--- config.mk ---
export PLATFORM = sky130hd
export DESIGN_NAME = lcd_text_ctrl
export DESIGN_NICKNAME = d
export VERILOG_FILES = /design/src/rtl/lcd_pkg.sv /design/src/rtl/lcd_xfer.sv /design/src/rtl/lcd_text_ctrl.sv
export SDC_FILE = /design/constraint.sdc
export NUM_CORES = 1
export LEC_CHECK = 0
export CORE_UTILIZATION = 40
export CTS_CLUSTER_DIAMETER = 100
export DETAILED_ROUTE_END_ITERATION = 6
export SLEW_MARGIN = 25
export SYNTH_ARGS = -nofsm -noshare
export SYNTH_HDL_FRONTEND = slang
export SYNTH_SLANG_ARGS = --single-unit
--- constraint.sdc ---
create_clock -name clk -period 12.6 [get_ports clk]
set_input_delay 1.89 -clock clk [delete_from_list [all_inputs] [get_ports clk]]
set_output_delay 1.89 -clock clk [all_outputs]
set_load 0.005 [all_outputs]
--- src/rtl/lcd_pkg.sv ---
// Shared constants and state types for the character LCD controller.
// Build option: LCD_DIRTY_REFRESH_EN enables the idle-until-dirty refresh mode.
package lcd_pkg;

  localparam logic [7:0] FUNC_2L   = 8'h38;
  localparam logic [7:0] FUNC_1L   = 8'h30;
  localparam logic [7:0] DISP_ON   = 8'h0C;
  localparam logic [7:0] ENTRY_INC = 8'h06;
  localparam logic [7:0] CLEAR     = 8'h01;
  localparam logic [7:0] LINE0     = 8'h80;
  localparam logic [7:0] LINE1     = 8'hC0;

  typedef enum logic [2:0] {
    PWRUP,
    INIT,
    ADDR,
    CHAR,
    IDLE
  } main_st_e;

  typedef enum logic [2:0] {
    T_IDLE,
    T_SETUP,
    T_EHI,
    T_HOLD,
    T_WAIT
  } xfer_st_e;

  function automatic logic [7:0] init_cmd(
    input logic [1:0] step,
    input logic       two_line
  );
    logic [7:0] c;
    case (step)
      2'd0:    c = two_line ? FUNC_2L : FUNC_1L;
      2'd1:    c = DISP_ON;
      2'd2:    c = ENTRY_INC;
      default: c = CLEAR;
    endcase
    return c;
  endfunction

endpackage

--- src/rtl/lcd_xfer.sv ---
// One-byte LCD write engine: setup, E pulse, hold, then execution wait.
// Build option: none (LCD_DIRTY_REFRESH_EN only affects the top).
module lcd_xfer
  import lcd_pkg::*;
#(
  parameter int SETUP_CYC   = 4,
  parameter int E_PULSE_CYC = 25,
  parameter int HOLD_CYC    = 4,
  parameter int EXEC_CYC    = 2500,
  parameter int CLEAR_CYC   = 100000
) (
  input  logic       clk,
  input  logic       rst,
  input  logic       start_i,
  input  logic       rs_i,
  input  logic [7:0] byte_i,
  input  logic       long_i,
  output logic       lcd_e_o,
  output logic       lcd_rs_o,
  output logic [7:0] data_o,
  output logic       done_o
);

  xfer_st_e    st_q, st_d;
  logic [31:0] cnt_q, cnt_d;
  logic [7:0]  dat_q, dat_d;
  logic        rs_q, rs_d;
  logic        long_q, long_d;
  logic        e_q, e_d;

  always_ff @(posedge clk or posedge rst) begin
    if (rst) begin
      st_q   <= T_IDLE;
      cnt_q  <= '0;
      dat_q  <= '0;
      rs_q   <= 1'b0;
      long_q <= 1'b0;
      e_q    <= 1'b0;
    end else begin
      st_q   <= st_d;
      cnt_q  <= cnt_d;
      dat_q  <= dat_d;
      rs_q   <= rs_d;
      long_q <= long_d;
      e_q    <= e_d;
    end
  end

  always_comb begin
    st_d   = st_q;
    cnt_d  = cnt_q;
    dat_d  = dat_q;
    rs_d   = rs_q;
    long_d = long_q;
    done_o = 1'b0;
    unique case (st_q)
      T_IDLE: begin
        if (start_i) begin
          st_d   = T_SETUP;
          cnt_d  = 32'(SETUP_CYC - 1);
          dat_d  = byte_i;
          rs_d   = rs_i;
          long_d = long_i;
        end
      end
      T_SETUP: begin
        if (cnt_q == 32'd0) begin
          st_d  = T_EHI;
          cnt_d = 32'(E_PULSE_CYC - 1);
        end else begin
          cnt_d = cnt_q - 32'd1;
        end
      end
      T_EHI: begin
        if (cnt_q == 32'd0) begin
          st_d  = T_HOLD;
          cnt_d = 32'(HOLD_CYC - 1);
        end else begin
          cnt_d = cnt_q - 32'd1;
        end
      end
      T_HOLD: begin
        if (cnt_q == 32'd0) begin
          st_d  = T_WAIT;
          cnt_d = long_q ? 32'(CLEAR_CYC - 1)
                         : 32'(EXEC_CYC - 1);
        end else begin
          cnt_d = cnt_q - 32'd1;
        end
      end
      T_WAIT: begin
        if (cnt_q == 32'd0) begin
          st_d   = T_IDLE;
          done_o = 1'b1;
        end else begin
          cnt_d = cnt_q - 32'd1;
        end
      end
      default: st_d = T_IDLE;
    endcase
  end

  // E comes straight from a flop so the strobe is glitch-free.
  assign e_d      = (st_d == T_EHI);
  assign lcd_e_o  = e_q;
  assign lcd_rs_o = rs_q;
  assign data_o   = dat_q;

endmodule

--- src/rtl/lcd_text_ctrl.sv ---
// HD44780 text controller: power-up, init, then buffer refresh to the panel.
// Build option: LCD_DIRTY_REFRESH_EN idles after a frame until a write lands.
module lcd_text_ctrl
  import lcd_pkg::*;
#(
  parameter int COLS        = 16,
  parameter int LINES       = 2,
  parameter int POWERUP_CYC = 750000,
  parameter int SETUP_CYC   = 4,
  parameter int E_PULSE_CYC = 25,
  parameter int HOLD_CYC    = 4,
  parameter int EXEC_CYC    = 2500,
  parameter int CLEAR_CYC   = 100000,
  localparam int CW = $clog2(COLS + 1)
) (
  input  logic          clk,
  input  logic          rst,
  input  logic          wr_valid,
  output logic          wr_ready,
  input  logic          wr_line,
  input  logic [CW-1:0] wr_col,
  input  logic [7:0]    wr_char,
  output logic          wr_err,
  output logic          init_done,
  output logic          frame_done,
  output logic          lcd_e,
  output logic          lcd_rs,
  output logic          lcd_rw,
  output logic          lcd_on,
  output logic          lcd_blon,
  output logic [7:0]    data_lcd
);

  localparam int NCELL = LINES * COLS;
  localparam int IW    = (NCELL > 1) ? $clog2(NCELL) : 1;
  localparam logic [CW-1:0] COLS_C    = CW'(COLS);
  localparam logic [CW-1:0] LAST_COL  = CW'(COLS - 1);
  localparam logic          LAST_LINE = (LINES > 1);
  localparam logic          TWO_LINE  = (LINES > 1);

  main_st_e    st_q, st_d;
  logic [31:0] pw_q, pw_d;
  logic [1:0]  step_q, step_d;
  logic        line_q, line_d;
  logic [CW-1:0] col_q, col_d;
  logic        busy_q, busy_d;
  logic        init_q, init_d;
  logic        frame_q, frame_d;
  logic        err_q;
  logic [7:0]  buf_q [NCELL];

  logic          x_start, x_rs, x_long, x_done;
  logic [7:0]    x_byte;
  logic [7:0]    rd_char;
  logic [IW-1:0] rd_idx, wr_idx;
  logic          wr_acc, wr_inr, wr_line_eff;

  assign wr_line_eff = TWO_LINE ? wr_line : 1'b0;
  assign wr_acc = wr_valid && init_q;
  assign wr_inr = (wr_col < COLS_C) &&
                  (TWO_LINE || !wr_line);
  assign wr_idx = IW'(32'(wr_line_eff) * COLS +
                      32'(wr_col));
  assign rd_idx = IW'(32'(line_q) * COLS +
                      32'(col_q));
  assign rd_char = buf_q[rd_idx];

  always_ff @(posedge clk or posedge rst) begin
    if (rst) begin
      for (int i = 0; i < NCELL; i++) begin
        buf_q[i] <= 8'h20;
      end
    end else if (wr_acc && wr_inr) begin
      buf_q[wr_idx] <= wr_char;
    end
  end

  always_ff @(posedge clk or posedge rst) begin
    if (rst) begin
      err_q <= 1'b0;
    end else if (wr_acc && !wr_inr) begin
      err_q <= 1'b1;
    end
  end

`ifdef LCD_DIRTY_REFRESH_EN
  logic dirty_q, dirty_d;

  always_ff @(posedge clk or posedge rst) begin
    if (rst) begin
      dirty_q <= 1'b0;
    end else begin
      dirty_q <= dirty_d;
    end
  end
`endif

  always_ff @(posedge clk or posedge rst) begin
    if (rst) begin
      st_q    <= PWRUP;
      pw_q    <= '0;
      step_q  <= '0;
      line_q  <= 1'b0;
      col_q   <= '0;
      busy_q  <= 1'b0;
      init_q  <= 1'b0;
      frame_q <= 1'b0;
    end else begin
      st_q    <= st_d;
      pw_q    <= pw_d;
      step_q  <= step_d;
      line_q  <= line_d;
      col_q   <= col_d;
      busy_q  <= busy_d;
      init_q  <= init_d;
      frame_q <= frame_d;
    end
  end

  always_comb begin
    st_d    = st_q;
    pw_d    = pw_q;
    step_d  = step_q;
    line_d  = line_q;
    col_d   = col_q;
    init_d  = init_q;
    frame_d = 1'b0;
    x_rs    = 1'b0;
    x_byte  = 8'h00;
    x_long  = 1'b0;
    unique case (st_q)
      PWRUP: begin
        if (pw_q == 32'(POWERUP_CYC - 1)) begin
          st_d = INIT;
          pw_d = '0;
        end else begin
          pw_d = pw_q + 32'd1;
        end
      end
      INIT: begin
        x_byte = init_cmd(step_q, TWO_LINE);
        x_long = (step_q == 2'd3);
        if (x_done) begin
          if (step_q == 2'd3) begin
            st_d   = ADDR;
            init_d = 1'b1;
            line_d = 1'b0;
            col_d  = '0;
          end else begin
            step_d = step_q + 2'd1;
          end
        end
      end
      ADDR: begin
        x_byte = line_q ? LINE1 : LINE0;
        if (x_done) begin
          st_d  = CHAR;
          col_d = '0;
        end
      end
      CHAR: begin
        x_rs   = 1'b1;
        x_byte = rd_char;
        if (x_done) begin
          if (col_q == LAST_COL) begin
            col_d = '0;
            if (line_q == LAST_LINE) begin
              frame_d = 1'b1;
              line_d  = 1'b0;
`ifdef LCD_DIRTY_REFRESH_EN
              st_d    = IDLE;
`else
              st_d    = ADDR;
`endif
            end else begin
              line_d = 1'b1;
              st_d   = ADDR;
            end
          end else begin
            col_d = col_q + CW'(1);
          end
        end
      end
`ifdef LCD_DIRTY_REFRESH_EN
      IDLE: begin
        if (dirty_q) begin
          st_d = ADDR;
        end
      end
`endif
      default: st_d = PWRUP;
    endcase
  end

  // A byte is launched whenever the engine is free in a sending state.
  always_comb begin
    x_start = ((st_q == INIT) || (st_q == ADDR) ||
               (st_q == CHAR)) && !busy_q;
    busy_d = busy_q;
    if (x_start) begin
      busy_d = 1'b1;
    end else if (x_done) begin
      busy_d = 1'b0;
    end
  end

`ifdef LCD_DIRTY_REFRESH_EN
  // A write on the same clock as the clear wins, forcing another frame.
  always_comb begin
    dirty_d = dirty_q;
    if (wr_acc && wr_inr) begin
      dirty_d = 1'b1;
    end else if ((st_d == ADDR) && (st_q != ADDR) &&
                 !line_d) begin
      dirty_d = 1'b0;
    end
  end
`endif

  lcd_xfer #(
    .SETUP_CYC  (SETUP_CYC),
    .E_PULSE_CYC(E_PULSE_CYC),
    .HOLD_CYC   (HOLD_CYC),
    .EXEC_CYC   (EXEC_CYC),
    .CLEAR_CYC  (CLEAR_CYC)
  ) u_xfer (
    .clk     (clk),
    .rst     (rst),
    .start_i (x_start),
    .rs_i    (x_rs),
    .byte_i  (x_byte),
    .long_i  (x_long),
    .lcd_e_o (lcd_e),
    .lcd_rs_o(lcd_rs),
    .data_o  (data_lcd),
    .done_o  (x_done)
  );

  assign wr_ready   = init_q;
  assign init_done  = init_q;
  assign frame_done = frame_q;
  assign wr_err     = err_q;
  assign lcd_rw     = 1'b0;
  assign lcd_on     = 1'b1;
  assign lcd_blon   = 1'b1;

endmodule

==> metrics <==
CP Capture Type register; # diodes 0; Period minus WS final 4.24 ns; area delta synth->final 12.9%; vias in the first global route 10780; Pleak 8.63 nW; fin crit share 33.7%; critical path class reg -> reg; Fin Setup TNS 0 ns; Avg Cell Area, Syn 12.8 sq um; Post-synth top flop dfrtp_1; pin count of the biggest net entering global routing 133; final hold violation count 0; max_cap viols 0; final wirelength 38400 microns; total gr overflow 0; DIE WIDTH 206 microns; IO Pins 34; multi-input logic area 0.00751 sq mm; Power Density 126 mW/mm^2; DRT antenna net count 0; post-synth top area share 47.5%; CTS Buffer Depth 3; die area 0.0424 sq mm; fmax 236 MHz; Max IR drop VDD 0.0859 mV; Detail Placement HPWL 24300 microns; CP max stage cell nor4_4; DRC 0; Slew @ Worst Pin 0.930 ns; Fill cells 3761; storage element area 0.00876 sq mm; CTS tree yes; Yosys cell types 64; EDFF count, synth 0; status completed; Hold WC Path Type reg -> reg; Crit Path Max Fanout 25; top cells by area in the synthesized netlist dfrtp_1, mux2_2, mux4_2; row count 74; via/cell ratio 5.63; Starting Density 40.7%; Max stage delay on crit path 0.94 ns; first-pass GRT wire length 62000 microns; Final setup viols 0; CTS Hold Bufs 0; H-Tree Depth 2; Mapped Cells 1301; initial antenna violation count 1; Ys Warns 0; CORE AREA 0.0409 sq mm; Vert. Die Dim 206 microns; clock sink count 348; post-synthesis sequential area ratio 52.6%; critical path data required time 13.03 ns; CTS resizes 0; Synth Register Bits 348; drt wl/cell 20.5 microns; GPL Wtd Cong 0.808; Overall Power 0.00236 W; mapped cell area 0.0166 sq mm; postcts setup bufs 0; PortBufs 30; R2R Setup Slk 8.36 ns; Finished Core Util 45.9%; via count 10550; ys async rst share 100%; clock skew 0.0224 ns; Root Driver clkbuf_16; Rel. slew slack 37.7%; final net count 1339; post-synth top area cell dfrtp_1; clock-pin slew on the worst setup and hold paths 0.06 ns; share of layout cells above drive strength 1 34.3%; most frequent cells in the layout dfrtp_1, mux2_2, nand2_1, nor2_1, mux4_2; Total Routing Usage GR 18.9%; clk_lat worst skew 0.54 ns; CP startpoint kind register; CTS Buf Count 39; commonest non-fill, non-tap cell in the layout dfrtp_1; Final Max Slew Viols 0; DR iter-0 viols 652; worst path arrival time 4.68 ns; CP Cell Sequence inv_1 -> ha_1 -> nor4b_1 -> nand4b_1 -> nor4_4 -> buf_4 -> a21o_1 -> o21ai_0 -> o211ai_1; RSZ-0062 raised after global routing false; number of detailed-route iterations in the first pass 5
critical path, delay by kind of cell (launching register included):
kind            cells  cell delay (ns)
compound gates      3             1.04
fa+ha+maj           1             0.20
simple gates        3             2.07
flops               1             0.40
buf+inv             2             0.44
state kept, by name, indices dropped and copies added (netlist names):
| name | cells |
|---|---|
| col_q | 5 |
| busy_q | 1 |
| u_xfer.st_q | 3 |
| pw_q | 32 |
| frame_done | 1 |
| step_q | 2 |
| u_xfer.lcd_e_o | 1 |
| line_q | 1 |
| u_xfer.long_q | 1 |
| init_done | 1 |
| u_xfer.lcd_rs_o | 1 |
| wr_err | 1 |
| st_q | 2 |
| u_xfer.cnt_q | 32 |
| buf_q | 256 |
| u_xfer.data_o | 8 |
worst paths after layout:
path / cells past startpoint / from / endpoint
min in group asynchronous: 2 / rst / u_xfer.cnt_q[25]$_DFFE_PP0P_
worst max register to register: 9 / u_xfer.cnt_q[0]$_DFFE_PP0P_ / u_xfer.cnt_q[2]$_DFFE_PP0P_
max in group asynchronous: 4 / rst / col_q[0]$_DFFE_PP0P_
worst min register to register: 1 / wr_err$_DFFE_PP0P_ / wr_err$_DFFE_PP0P_
worst min-delay path: 1 / wr_err$_DFFE_PP0P_ / wr_err$_DFFE_PP0P_
worst max-delay path: 9 / u_xfer.cnt_q[0]$_DFFE_PP0P_ / u_xfer.cnt_q[2]$_DFFE_PP0P_
where the power goes:
part / internal [W] / total (W) / switching, W
Combinational: 0.00000991 / 0.0000530 / 0.0000431
Sequential: 0.00112 / 0.00112 / 0
Clock: 0.000724 / 0.00119 / 0.000463
per-stage QoR:
| stage | worst slack, ns | hold WS, ns | cell area, sq um | cells |
|---|---|---|---|---|
| 2_1_floorplan | 1.11 | 0.443 | 16700 | 1302 |
| 3_3_place_gp | 8.01 | 0.461 | 17400 | 1804 |
| 3_5_place_dp | 8.02 | 0.463 | 17400 | 1804 |
| 4_1_cts | 8.33 | 0.477 | 18800 | 1874 |
| 5_1_grt | 7.93 | 0.489 | 18800 | 1875 |
| 6_report | 8.36 | 0.470 | 18800 | 1875 |
routing by layer:
metal  part of all wire [%]  vias to the layer above  track usage (%)
met5                  0.034                        -                0
met4                    2.3                        2             5.86
met3                    3.7                       70             3.09
met2                     48                      199             30.1
met1                     46                     5485             26.4
li1                       -                     4794                -
area by class of cell:
type                       count  share of cell area, %
clock buffer                  53                   5.95
clock inverter                17                   1.15
inverter                      14                  0.320
multi-input combinational    863                   40.0
sequential                   348                   46.6
tap                          532                   3.54
timing repair buffer          48                   2.46
Yosys cell counts (7+ instances only):
cell / count
a21oi_1: 16
mux2i_1: 14
xor2_1: 12
nor2b_1: 10
o21ai_0: 50
mux4_2: 66
dfstp_2: 32
nand3_1: 31
mux2_2: 258
nand4_1: 19
a31oi_1: 9
inv_1: 14
nor4_1: 11
a211oi_1: 12
or3_1: 18
nand2_1: 106
nor3_1: 24
dfrtp_1: 316
clkbuf_1: 50
buf_2: 16
nor2_1: 80
xnor2_1: 24
or4_1: 7
ha_1: 8
logic make-up (layout without fill, tap and decap cells):
group	count (synthesis)	after routing	share of synthesized area (%)
DFF	348	348	52.6
muxes	338	338	27.2
other	2	3	0.0451
xor gates and xnor gates	36	36	1.89
buffers and inverters	91	132	2.42
AOI/OAI and AO/OA	130	130	4.91
adders and majority gates	8	8	0.601
and+or+nand+nor	348	348	10.4
Power figures use the tool's default switching activity.
